### src/rtl/mult_share_arbiter.sv
// Round-robin front end sharing one start/done multiplier among N_REQ engines.
// Grants one job at a time, waits for done or timeout, returns a one-cycle response.
module mult_share_arbiter #(
    parameter int N_REQ   = 4,
    parameter int WIDTH   = 16,
    parameter int TIMEOUT = 64
) (
    input  logic                   clk,
    input  logic                   reset,
    input  logic [N_REQ-1:0]       req,
    input  logic [N_REQ*WIDTH-1:0] req_a,
    input  logic [N_REQ*WIDTH-1:0] req_b,
    output logic [N_REQ-1:0]       gnt,
    output logic [N_REQ-1:0]       rsp_valid,
    output logic [2*WIDTH-1:0]     rsp_product,
    output logic                   rsp_err,
    output logic                   busy,
    output logic                   mul_start,
    output logic [WIDTH-1:0]       mul_multiplicand,
    output logic [WIDTH-1:0]       mul_multiplier,
    input  logic [2*WIDTH-1:0]     mul_product,
    input  logic                   mul_done
);

    localparam int IW = (N_REQ > 1) ? $clog2(N_REQ) : 1;
    localparam int CW = $clog2(TIMEOUT + 1);

    typedef enum logic [1:0] {
        IDLE,
        WAIT,
        RESP
    } state_t;

    state_t               state_q;
    logic [IW-1:0]        ptr_q;
    logic [IW-1:0]        owner_q;
    logic [CW-1:0]        cnt_q;
    logic [N_REQ-1:0]     gnt_q;
    logic [N_REQ-1:0]     rsp_valid_q;
    logic [2*WIDTH-1:0]   rsp_product_q;
    logic                 rsp_err_q;
    logic                 mul_start_q;
    logic [WIDTH-1:0]     mul_a_q;
    logic [WIDTH-1:0]     mul_b_q;

    logic                 pick_vld;
    logic [IW-1:0]        pick_idx;
    logic [WIDTH-1:0]     pick_a;
    logic [WIDTH-1:0]     pick_b;
    logic [IW-1:0]        ptr_d;

    // Scan downward so the requester closest to the pointer is written last.
    always_comb begin
        pick_vld = 1'b0;
        pick_idx = '0;
        for (int k = N_REQ - 1; k >= 0; k--) begin
            if (req[(int'(ptr_q) + k) % N_REQ]) begin
                pick_vld = 1'b1;
                pick_idx = IW'((int'(ptr_q) + k) % N_REQ);
            end
        end
    end

    assign pick_a = req_a[int'(pick_idx) * WIDTH +: WIDTH];
    assign pick_b = req_b[int'(pick_idx) * WIDTH +: WIDTH];
    assign ptr_d  = IW'((int'(owner_q) + 1) % N_REQ);

    always_ff @(posedge clk) begin
        if (reset) begin
            state_q       <= IDLE;
            ptr_q         <= '0;
            owner_q       <= '0;
            cnt_q         <= '0;
            gnt_q         <= '0;
            rsp_valid_q   <= '0;
            rsp_product_q <= '0;
            rsp_err_q     <= 1'b0;
            mul_start_q   <= 1'b0;
            mul_a_q       <= '0;
            mul_b_q       <= '0;
        end else begin
            gnt_q       <= '0;
            rsp_valid_q <= '0;
            mul_start_q <= 1'b0;
            unique case (state_q)
                IDLE: begin
                    if (pick_vld) begin
                        owner_q   <= pick_idx;
                        mul_a_q   <= pick_a;
                        mul_b_q   <= pick_b;
                        gnt_q     <= N_REQ'(1) << pick_idx;
                        cnt_q     <= '0;
                        rsp_err_q <= 1'b0;
                        // A zero operand makes the product trivially zero.
                        if (pick_a != '0 && pick_b != '0) begin
                            mul_start_q <= 1'b1;
                            state_q     <= WAIT;
                        end else begin
                            rsp_product_q <= '0;
                            state_q       <= RESP;
                        end
                    end
                end
                WAIT: begin
                    cnt_q <= cnt_q + 1'b1;
                    if (mul_done) begin
                        rsp_product_q <= mul_product;
                        rsp_err_q     <= 1'b0;
                        state_q       <= RESP;
                    end else if (cnt_q == CW'(TIMEOUT - 1)) begin
                        rsp_product_q <= '0;
                        rsp_err_q     <= 1'b1;
                        state_q       <= RESP;
                    end
                end
                RESP: begin
                    rsp_valid_q <= N_REQ'(1) << owner_q;
                    ptr_q       <= ptr_d;
                    state_q     <= IDLE;
                end
                default: state_q <= IDLE;
            endcase
        end
    end

    assign gnt              = gnt_q;
    assign rsp_valid        = rsp_valid_q;
    assign rsp_product      = rsp_product_q;
    assign rsp_err          = rsp_err_q;
    assign busy             = (state_q != IDLE);
    assign mul_start        = mul_start_q;
    assign mul_multiplicand = mul_a_q;
    assign mul_multiplier   = mul_b_q;

endmodule

### config.mk
export PLATFORM = sky130hd
export DESIGN_NAME = mult_share_arbiter
export DESIGN_NICKNAME = d
export VERILOG_FILES = /design/src/rtl/mult_share_arbiter.sv
export SDC_FILE = /design/constraint.sdc
export NUM_CORES = 1
export LEC_CHECK = 0
export ABC_CLOCK_PERIOD_IN_PS = 6400
export CAP_MARGIN = 40
export CORE_MARGIN = 3
export CORE_UTILIZATION = 42
export CTS_BUF_LIST = sky130_fd_sc_hd__clkbuf_16
export DETAILED_ROUTE_END_ITERATION = 6
export PLACE_DENSITY = 0.87
export SETUP_SLACK_MARGIN = 0.02
export SLEW_MARGIN = 20
export SYNTH_ARGS = -nofsm -noshare
export SYNTH_HDL_FRONTEND = slang
export SYNTH_SLANG_ARGS = --single-unit
### constraint.sdc
create_clock -name clk -period 6.4 [get_ports clk]
set_clock_uncertainty 0.2 [all_clocks]
set_input_delay 1.28 -clock clk [delete_from_list [all_inputs] [get_ports clk]]
set_output_delay 1.28 -clock clk [all_outputs]
set_load 0.01 [all_outputs]
==> results by group <==
Cells and area
  – Cell Count, Final, Fillers Out: about 800
  – Util after Layout: 70.9%
  – Nets: 832
  – Synth-to-layout area growth: 63.1%
  – Fillers: 729
  – Design Area, Final: 7000 um2
  – Share of cells above drive strength 1: 12.0%
  – # diodes: 0

Setup path
  – Startpoint class of the critical path: input port
  – Crit-path cells: clkdlybuf4s50_1, mux2i_1, nor2_1, nor3_4, buf_12, mux2i_1, mux2_2, nand4_1, nor4_2, o41ai_4, buf_4, a22o_2
  – Slowest cell on the critical path: nor4_2
  – Crit path kind: input port to flip-flop
  – CP Capture Type: flip-flop
  – Buffer and inverter count on the worst path: 3
  – Most frequent CP cell: mux2i_1
  – Arrival @ worst endpoint: about 4.5 ns
  – WP data required: around 6.4 ns
  – CP max stage delay: 0.58 ns
  – Critical path's top delay family: buffers and inverters
  – Crit-path max FO: 69

Yosys
  – Mean Syn Cell Area: 9.77 um2
  – Unique cell type count in the Yosys netlist: 41
  – Top area cells in the synthesized netlist: dfxtp_1 41%, mux2i_1 16%, mux2_2 8.4%
  – Synth top area share: 40.6%
  – Synth Register Bits: 87
  – Mapped cell area: 4290 um2
  – Synth warn: 0
  – Mapped Cells: 439
  – Syn nets: 607
  – Sequential fraction of the synthesis area: about two fifths
  – Biggest area consumer among synthesized cells: dfxtp_1

Power and ir drop
  – PD cells: 234 nW/um2
  – Logic pwr share: between 30% and 40%
  – Maximum VDD drop: 152 uV
  – Reg power frac: approximately 39%
  – Final total power: 1.64 mW
  – Pleak: 2.68 nW
  – Internal Power: 1.16 mW
  – Psw: 0.477 mW
  – Clk network pwr share: 28.8%
  – Sw Ratio: 29.2%

STA
  – Fin crit share: 69.3%
  – Final hold slack: 0.281 ns
  – Fin. max-slew vios: 0
  – Max Clock Freq: 226 MHz
  – Final setup viols: 0
  – Final Hold Viols: 0
  – Worst setup slack after layout: just under 2 ns
  – Max_slew headroom: 55.5%
  – Fin crit period: 4.43 ns
  – Final setup TNS: 0 ns
  – Worst slew pin tran: 0.666 ns
  – RSZ-0062 raised after global routing: false

Routing
  – DRC Markers: 0
  – Post-DRT Antenna Nets: 0
  – Via count: 4,083
  – Total Wirelength: 13,400 um
  – Detailed-router iteration count before antenna repair: 4
  – Via/cell ratio: 5.09
  – Mean routed wirelength per cell: 16.7 um
  – DRT iter0 DRCs: between 150 and 200

Floorplanning
  – Std-Cell Rows: 36
  – Core area: 9860 um2
  – I/O pin count: between 200 and 250
  – Die H: 107 um
  – Die area: 11,500 um2
  – Die width: 107 um
  – Initial core utilization: between 40% and 50%

Hold path
  – Hold crit path type: flip-flop to flip-flop

Placed design
  – Worst slack, placed: 1.63 ns
  – Placed cells: about 790
  – PortBufs: 241
  – Cell Area, Placed: between 6000 and 7000 um2
  – Routability Congestion: ~0.8
  – HPWL after DPL: 10,600 um

Global routing
  – Total GRT Usage: 22.4%
  – Vias in the first global route: 4,044
  – First-pass GRT wire length: 20,500 um
  – Initial antenna violation count: 0
  – Largest net degree at the start of global routing: 70
  – Global route overflow: 0

Outcome
  – Status: complete, no violations

Clock tree
  – Hold buffers post-CTS: 0
  – Postcts setup bufs: 0
  – Max Root-Sink Buffers: 2
  – CTS tree: done
  – Worst-path clk slew: 0.06 ns
  – Sinks on Clock Net: 87
  – Number of buffers created by CTS: 9
  – Clk Latency, worst-skew pair: 0.32 ns
  – PostCTS Resize Cnt: 0
  – # H-tree levels: 3
  – Clock Tree Root: clkbuf_16

Run
  – Max Cap Viol: 0
[cell usage after synthesis (all sizes together)]
| master | n |
|---|---|
| a211oi | 1 |
| ha | 1 |
| nor2 | 89 |
| inv | 1 |
| mux2 | 32 |
| xnor2 | 1 |
| and3 | 3 |
| a21oi | 41 |
| a22o | 32 |
| nor3b | 2 |
| dfxtp | 87 |
| nand2b | 4 |
| o21ai | 4 |
| nand4 | 8 |
| mux2i | 67 |
| nand3 | 2 |
| o41ai | 1 |
| buf | 16 |
| or2 | 1 |
| o21bai | 1 |
| a311oi | 1 |
| and3b | 1 |
| nor2b | 2 |
| nand2 | 7 |
| nor3 | 4 |
| nand3b | 1 |
| nor4bb | 1 |
| a22oi | 3 |
| nor4 | 5 |
| or4 | 1 |
| nor4b | 2 |
| clkbuf | 17 |
[kinds of logic after synthesis]
| logic type | after synthesis | share of synthesized area, % |
|---|---|---|
| and+or+nand+nor | 133 | 14.6 |
| muxes | 99 | 24.0 |
| DFF | 87 | 40.6 |
| AOI/OAI and AO/OA | 84 | 14.3 |
| buffers and inverters | 34 | 5.95 |
| xor gates and xnor gates | 1 | 0.204 |
| adders and majority gates | 1 | 0.292 |
[state kept, by name, indices dropped and copies added (netlist names)]
| name | cells |
|---|---|
| mul_multiplier | 16 |
| rsp_err | 1 |
| state_q | 2 |
| gnt | 4 |
| cnt_q | 7 |
| owner_q | 2 |
| rsp_valid | 4 |
| mul_start | 1 |
| rsp_product | 32 |
| ptr_q | 2 |
| mul_multiplicand | 16 |
[layout make-up]
| cell class | count | area [um2] | share of cell area (%) |
|---|---|---|---|
| Clock buffer | 9 | 225 | 3.22 |
| Clock inverter | 7 | 47.5 | 0.680 |
| Inverter | 1 | 3.75 | 0.0536 |
| Multi-Input combinational cell | 318 | 2310 | 33.0 |
| Sequential cell | 87 | 1740 | 24.9 |
| Tap cell | 133 | 166 | 2.38 |
| Timing Repair Buffer | 247 | 2500 | 35.8 |
[power by group through the flow]
stage,combinational [mW],sequential (mW),clock (mW)
global placement,0.519,0.639,0
detailed placement,0.536,0.641,0
finish,0.535,0.630,0.471
CTS,0.538,0.630,0.482
global route,0.580,0.636,0.505
floorplan,0.269,0.660,0
[placed cells by master, fill, tap and decap left out, types with 2 or more instances in the layout]
cell	n
buf_4	3
nor4_1	3
a22o_1	13
inv_1	2
clkdlybuf4s50_1	240
inv_6	2
clkbuf_16	9
clkinvlp_4	3
mux2_2	32
o21ai_0	4
a21oi_1	40
a22o_2	19
nor2_1	89
nand2_1	7
nand3_1	2
nand2b_1	3
mux2i_1	67
and3_1	3
a22oi_1	3
nand4_1	8
buf_16	2
dfxtp_1	87
nor3_1	3
nor4b_1	2
nor2b_1	2
[final timing paths]
path / start / to / slack (ns) / depth (start not counted)
worst max-delay path: req[2] / rsp_product[15]$_SDFFE_PP0P_ / 1.97 / 12
worst min-delay path: rsp_product[6]$_SDFFE_PP0P_ / rsp_product[6]$_SDFFE_PP0P_ / 0.28 / 1
worst max register to register: ptr_q[1]$_SDFFE_PP0N_ / rsp_product[15]$_SDFFE_PP0P_ / 2.92 / 11
worst min register to register: rsp_product[6]$_SDFFE_PP0P_ / rsp_product[6]$_SDFFE_PP0P_ / 0.28 / 1
[metal layers]
metal | vias up | share of wire, % | GRT usage, %
li1 | 2019 | - | -
met1 | 1872 | 39 | 24.7
met2 | 174 | 50 | 40.4
met3 | 18 | 9.3 | 7.22
met4 | 0 | 2.1 | 7.31
met5 | - | 0 | 0
(Power assumes the default switching activity.)
